--- src/rtl/apb_initiator.sv ---
// APB requester: converts a valid/ready command stream into single APB transfers
// and returns one valid/ready response per command, with a bus-hang timeout.
module apb_initiator #(
    parameter int ADDR_W  = 16,
    parameter int TIMEOUT = 255
) (
    input  logic              clk,
    input  logic              rst,
    input  logic              cmd_valid,
    output logic              cmd_ready,
    input  logic              cmd_write,
    input  logic [ADDR_W-1:0] cmd_addr,
    input  logic [31:0]       cmd_wdata,
    output logic              rsp_valid,
    input  logic              rsp_ready,
    output logic [31:0]       rsp_rdata,
    output logic              rsp_err,
    output logic              rsp_timeout,
    output logic              busy,
    output logic              apbm_psel,
    output logic              apbm_penable,
    output logic              apbm_pwrite,
    output logic [ADDR_W-1:0] apbm_paddr,
    output logic [31:0]       apbm_pwdata,
    input  logic [31:0]       apbm_prdata,
    input  logic              apbm_pready,
    input  logic              apbm_pslverr
);

    // Counter wide enough to reach TIMEOUT; it saturates so a disabled timeout never wraps.
    localparam int              CNT_W      = (TIMEOUT > 1) ? $clog2(TIMEOUT + 1) : 1;
    localparam logic [CNT_W-1:0] CNT_LIMIT = CNT_W'(TIMEOUT);
    localparam bit              TIMEOUT_EN = (TIMEOUT != 0);

    typedef enum logic [1:0] {
        IDLE,
        SETUP,
        ACCESS,
        RESP
    } state_t;

    state_t              state_reg, state_next;
    logic                psel_reg, psel_next;
    logic                penable_reg, penable_next;
    logic                pwrite_reg, pwrite_next;
    logic [ADDR_W-1:0]   paddr_reg, paddr_next;
    logic [31:0]         pwdata_reg, pwdata_next;
    logic                rsp_valid_reg, rsp_valid_next;
    logic [31:0]         rsp_rdata_reg, rsp_rdata_next;
    logic                rsp_err_reg, rsp_err_next;
    logic                rsp_timeout_reg, rsp_timeout_next;
    logic [CNT_W-1:0]    cnt_reg, cnt_next;
    logic [CNT_W-1:0]    cnt_inc;

    always_ff @(posedge clk or posedge rst) begin
        if (rst) begin
            state_reg       <= IDLE;
            psel_reg        <= 1'b0;
            penable_reg     <= 1'b0;
            pwrite_reg      <= 1'b0;
            paddr_reg       <= '0;
            pwdata_reg      <= '0;
            rsp_valid_reg   <= 1'b0;
            rsp_rdata_reg   <= '0;
            rsp_err_reg     <= 1'b0;
            rsp_timeout_reg <= 1'b0;
            cnt_reg         <= '0;
        end else begin
            state_reg       <= state_next;
            psel_reg        <= psel_next;
            penable_reg     <= penable_next;
            pwrite_reg      <= pwrite_next;
            paddr_reg       <= paddr_next;
            pwdata_reg      <= pwdata_next;
            rsp_valid_reg   <= rsp_valid_next;
            rsp_rdata_reg   <= rsp_rdata_next;
            rsp_err_reg     <= rsp_err_next;
            rsp_timeout_reg <= rsp_timeout_next;
            cnt_reg         <= cnt_next;
        end
    end

    always_comb begin
        state_next       = state_reg;
        psel_next        = psel_reg;
        penable_next     = penable_reg;
        pwrite_next      = pwrite_reg;
        paddr_next       = paddr_reg;
        pwdata_next      = pwdata_reg;
        rsp_valid_next   = rsp_valid_reg;
        rsp_rdata_next   = rsp_rdata_reg;
        rsp_err_next     = rsp_err_reg;
        rsp_timeout_next = rsp_timeout_reg;
        cnt_next         = cnt_reg;
        cnt_inc          = (cnt_reg == '1) ? cnt_reg : cnt_reg + CNT_W'(1);

        case (state_reg)
            IDLE: begin
                // cmd_ready is implied here: we only evaluate IDLE outside reset.
                if (cmd_valid) begin
                    pwrite_next  = cmd_write;
                    paddr_next   = cmd_addr;
                    pwdata_next  = cmd_wdata;
                    psel_next    = 1'b1;
                    penable_next = 1'b0;
                    cnt_next     = '0;
                    state_next   = SETUP;
                end
            end
            SETUP: begin
                penable_next = 1'b1;
                state_next   = ACCESS;
            end
            ACCESS: begin
                if (apbm_pready) begin
                    psel_next        = 1'b0;
                    penable_next     = 1'b0;
                    rsp_valid_next   = 1'b1;
                    rsp_rdata_next   = pwrite_reg ? 32'h0 : apbm_prdata;
                    rsp_err_next     = apbm_pslverr;
                    rsp_timeout_next = 1'b0;
                    state_next       = RESP;
                end else begin
                    cnt_next = cnt_inc;
                    if (TIMEOUT_EN && (cnt_inc == CNT_LIMIT)) begin
                        psel_next        = 1'b0;
                        penable_next     = 1'b0;
                        rsp_valid_next   = 1'b1;
                        rsp_rdata_next   = 32'h0;
                        rsp_err_next     = 1'b1;
                        rsp_timeout_next = 1'b1;
                        state_next       = RESP;
                    end
                end
            end
            RESP: begin
                if (rsp_ready) begin
                    rsp_valid_next = 1'b0;
                    state_next     = IDLE;
                end
            end
            default: begin
                state_next = IDLE;
            end
        endcase
    end

    assign cmd_ready    = (state_reg == IDLE) && !rst;
    assign busy         = (state_reg != IDLE);
    assign rsp_valid    = rsp_valid_reg;
    assign rsp_rdata    = rsp_rdata_reg;
    assign rsp_err      = rsp_err_reg;
    assign rsp_timeout  = rsp_timeout_reg;
    assign apbm_psel    = psel_reg;
    assign apbm_penable = penable_reg;
    assign apbm_pwrite  = pwrite_reg;
    assign apbm_paddr   = paddr_reg;
    assign apbm_pwdata  = pwdata_reg;

endmodule

--- config.mk ---
export PLATFORM = sky130hd
export DESIGN_NAME = apb_initiator
export DESIGN_NICKNAME = d
export VERILOG_FILES = /design/src/rtl/apb_initiator.sv
export SDC_FILE = /design/constraint.sdc
export NUM_CORES = 1
export LEC_CHECK = 0
export BUFFER_PORTS_ARGS = -buffer_cell sky130_fd_sc_hd__buf_2
export CAP_MARGIN = 25
export CORE_AREA = 2 2 74 146
export CTS_CLUSTER_SIZE = 10
export DETAILED_ROUTE_END_ITERATION = 16
export DIE_AREA = 0 0 76 148
export HOLD_SLACK_MARGIN = 0.06
export PLACE_DENSITY = 0.74
export SYNTH_ARGS = -nofsm -noshare
export SYNTH_HDL_FRONTEND = slang
export SYNTH_SLANG_ARGS = --single-unit
--- constraint.sdc ---
create_clock -name clk -period 2.5 [get_ports clk]
set_input_delay 0 -clock clk [delete_from_list [all_inputs] [get_ports clk]]
set_output_delay 0 -clock clk [all_outputs]
set_load 0.02 [all_outputs]
# After elaboration in Yosys (flattened, before gate mapping)
# Cells that the tools add are included.
[totals]
word_cells = 60
regBits = 96
input_bits = 87
[classes]
n_eq_ne = 9
n_reduce_logical = 15
add_sub_neg = 1
mux = 24
[ops]
columns = ["op", "count"]
rows = [
  ["$mux 32", 3],
  ["$mux 8", 3],
  ["$eq 8x8->1 const B", 2],
  ["$pmux 8 s2", 1],
  ["$reduce_and 3->1", 5],
  ["$mux 1", 9],
  ["$add 8x1->8 const B", 1],
  ["$mux 2", 4],
  ["$pmux 2 s4", 1],
  ["$reduce_bool 2->1", 4],
  ["$ne 2x2->1 const B", 3],
  ["$eq 2x2->1 const B", 2],
  ["$pmux 1 s2", 2],
  ["$reduce_and 2->1", 2],
  ["$ne 3x3->1 const B", 1],
  ["$pmux 1 s3", 1],
  ["$reduce_bool 3->1", 1],
  ["$eq 2x1->1 const B", 1],
  ["$logic_not 2->1", 1],
  ["$logic_and 1x1->1", 1],
  ["$logic_not 1->1", 1],
]

# Logic depth before layout (Yosys ltp)
[logic_depth]
word_depth = 6
mapped_depth = 9
depth_no_buf = 8

# Worst setup path after synthesis
# No wires, ideal clock.
[synth_timing]
path_kind = "register to register"
startpoint = "reg cnt_reg[0]"
endpoint = "reg rsp_rdata_reg[10] (netlist: rsp_rdata[10])"
n_path_buf = 2
slack_ns = 0.186
setup_ns = 0.126
t_arrival_ns = 2.188
synth_period_minus_slack_ns = 2.314
stages_incl_launch_ff = 10
cell_sequence = "dfrtp_1 -> ha_1 -> nand4_4 -> or2_4 -> o22ai_2 -> nand4_4 -> nor2b_4 -> buf_6 -> buf_6 -> a221o_1"
[synth_via]
elab_chain_cells = 5
word_cells_on_any_way = 6
[synth_lines]
columns = ["item", "line_no", "source"]
rows = [
  ["start: declaration", "52", "logic [CNT_W-1:0] cnt_reg, cnt_next;"],
  ["start signal: assignment", "79", "cnt_reg <= cnt_next;"],
  ["$add 8x1->8 or $eq 8x8->1 (tied branches)", "95", "cnt_inc = (cnt_reg == '1) ? cnt_reg : cnt_reg + CNT_W'(1);"],
  ["$mux 8 *", "95", ""],
  ["$eq 8x8->1 *", "125", "if (TIMEOUT_EN && (cnt_inc == CNT_LIMIT)) begin"],
  ["$reduce_bool 2->1 (no line) *", "-", ""],
  ["$reduce_and 2->1 (no line) *", "-", ""],
  ["end signal: assignment", "76", "rsp_rdata_reg <= rsp_rdata_next;"],
  ["end: declaration", "49", "logic [31:0] rsp_rdata_reg, rsp_rdata_next;"],
]
# Every way passes the cells marked *; elsewhere a longest branch is shown, timed or not.
# A chain may end at the register's enable or synchronous reset.

# Final worst setup path
[layout_timing]
startpoint = "reg cnt_reg[1]"
endpoint = "reg rsp_rdata_reg[29] (netlist: rsp_rdata[29])"
# The elaborated chain is that of the path after synthesis.

==> impl_metrics.yaml <==
timing:
  finalCriticalPeriod_ns: 2.33
  period_share: 0.932
  finalHoldViolations: 0
  slew_headroom: 0.495
  worstMarginPinSlew_ns: 0.757
  fin_worst_skew_ns: 0.00643
  setup_viol: 0
  max_freq_mhz: 429
  maxSlewViolCount: 0
  rsz0062_at_grt: "false"
  worst_slack_ns: 0.170
worst_setup_path:
  worstSetupEndpointType: "register"
  startpoint_type: "register"
  critical_path_arrival_ns: 2.61
  worstSetupPathType: "reg2reg"
  required_ns: 2.78
  crit_fanout: 17
place:
  place.gp.congestion: 0.872
  post-place-ws_ns: -0.0757
  dp_hpwl_um: 7670
  portBuffers: 174
  placed_cells: 627
yosys:
  synth_warnings: 0
  yosys-top-cells-count: "96 x dfrtp_1, 49 x mux2_2, 33 x nor2b_1"
  synth.area.top_cells: "dfrtp_1 57%, mux2_2 13%, a221o_1 7.6%"
  yosysTopAreaCellShare: 0.570
  synth_area_per_cell_um2: 12.8
  ys_ff_latch: 96
  yosys.area_share.simple: 0.103
  synth_compound_area_frac: 0.141
  synth-async-reset-ratio: 1.00
  synthFlopType: "dfrtp_1"
  yosysMostFrequentCell: "dfrtp_1"
  synth_mux_area_frac: 0.131
  synth_top_area_cell: "dfrtp_1"
  synthCells: 329
  synth-edff-count: 0
  synthDistinctLibCells: 38
  synth-adder-area-share: 0.0208
  syn-cell-area_mm2: 0.00421
  yosysSeqAreaShare: 0.570
  synth_top_family_by_area: "compound AO/OA/AOI/OAI gates"
  syn_nets: 423
  synth_xor_area_frac: 0
worst_hold_path:
  worstHoldPathType: "in2reg"
detailed_routing:
  drtPass1Iterations: 4
  post_drt_wl_per_cell_um: 16.8
  drt_iter0_markers: 148
  vias_per_cell: 5.12
  wl_um: 12200
  ant_nets: 0
  vias: 3734
  drc: 0
floorplan:
  die_h_um: 148
  ios: 175
  dieArea_mm2: 0.0112
  core_area_mm2: 0.0101
  num_rows: 52
  initial_core_util: 0.418
  die_w_um: 76
global_route:
  first_global_vias: 4074
  grt_overflow: 0
  grt_pass1_wl_um: 19800
  grt_max_degree: 51
  antenna_found_initial: 2
  grtUsageTotal: 0.223
cells_and_area:
  fillers: 737
  area_growth_pct: 52.2
  final_nets: 682
  finalCoreUtilization: 0.636
  drive_gt1_frac: 0.433
  layoutNonFillerInstCount: 730
clock_network:
  cts_max_level: 3
  cts_tree: "done"
  clkLatencyLatePin_ns: 0.35
  cts.sinks: 96
  clock_path_buffers: 2
  post-cts-setup-buffers: 0
  ctsRootBufferMaster: "clkbuf_16"
  clkSlewWorstSetupHoldPaths_ns: 0.06
  cts_buffers: 9
power_and_ir_drop:
  powerDensity_mw_per_mm2: 1180
  leakage_nw: 2.96
  totalPowerFinal_mw: 7.59
  peakVddDrop_uv: 710
run_status:
  outcome: "complete, no violations"
run:
  drv_cap: 0
## final timing paths
path | start | to | slack [ns] | depth (start not counted)
min in group asynchronous | rst | cnt_reg[7]$_DFFE_PP0P_ | 0.35 | 3
worst max register to register | cnt_reg[1]$_DFFE_PP0P_ | rsp_rdata[29]$_DFFE_PP0P_ | 0.17 | 7
worst max-delay path | cnt_reg[1]$_DFFE_PP0P_ | rsp_rdata[29]$_DFFE_PP0P_ | 0.17 | 7
max in group asynchronous | rst | apbm_pwdata[8]$_DFFE_PP0P_ | 1.30 | 5
worst min register to register | apbm_pwdata[1]$_DFFE_PP0P_ | apbm_pwdata[1]$_DFFE_PP0P_ | 0.50 | 1
worst min-delay path | apbm_pready | rsp_timeout$_DFFE_PP0P_ | 0.19 | 3
## cell families after synthesis
group           Yosys count
flops                    96
simple gates             75
buf+inv                  29
fa+ha+maj                 7
mux                      49
compound gates           73
## worst max-delay path, stage by stage (launching register included)
cell	delay [ns]
dfrtp_1	0.41
ha_1	0.35
nand4_4	0.17
o21ai_0	0.30
o22ai_2	0.15
nand4_4	0.17
nor2b_4	0.50
a221o_1	0.23
## layer usage
layer / routed length, um / GRT usage / up-vias
li1: - / - / 1730
met1: 4350 / 0.233 / 1801
met2: 6760 / 0.406 / 156
met3: 539 / 0.0403 / 47
met4: 591 / 0.143 / 0
met5: 0 / 0 / -
## placed cells by master, fill, tap and decap left out, drive strengths merged, types with 2 or more instances in the layout
master / synthesis / layout
dlygate4sd3: 0 / 84
a311o: 2 / 2
diode: 0 / 2
a41oi: 2 / 2
a221o: 32 / 32
dfrtp: 96 / 96
nand2: 13 / 13
buf: 12 / 182
nand3: 6 / 6
clkbuf: 7 / 10
mux2: 49 / 49
o31ai: 2 / 2
nor2: 14 / 14
inv: 10 / 11
a31oi: 4 / 4
o22ai: 2 / 2
nand4: 2 / 2
a21oi: 10 / 10
nor2b: 34 / 35
ha: 7 / 7
o21ai: 10 / 10
clkinvlp: 0 / 3
## repair_timing
| item | 4_1_cts | 5_1_grt |
|---|---|---|
| gates resized for setup | 1 | 1 |
| endpoints found under the setup margin | 35 | 5 |
| hold buffers | 84 | 0 |
| gates cloned | 1 | 0 |
| endpoints found under the hold margin | 116 | 0 |
## layout make-up
class / count / area [um2] / area share
diodes: 2 / 5.00 / 0.000780
clock buffers: 10 / 229 / 0.0357
clock inverters: 6 / 76.3 / 0.0119
inverters: 10 / 41.3 / 0.00644
multi-input cells: 205 / 1690 / 0.264
flip-flops and latches: 96 / 2400 / 0.375
well taps: 135 / 169 / 0.0263
repair buffers: 266 / 1800 / 0.280
## per-stage QoR
stage	TNS (ns)	hold WS [ns]	instance area [um2]
2_1_floorplan	0	0.0749	4220
6_report	0	0.191	6410
3_5_place_dp	-1.83	0.193	5240
4_1_cts	0	0.181	6400
3_3_place_gp	0	0.169	5240
5_1_grt	0	0.217	6410
## where the power goes
part,switching (mW),leakage (nW),internal (mW),total (mW)
sequential,0.423,1.11,2.25,2.67
combinational,2.00,1.71,1.53,3.53
clock,0.606,0.143,0.791,1.40
(Power assumes the default switching activity.)
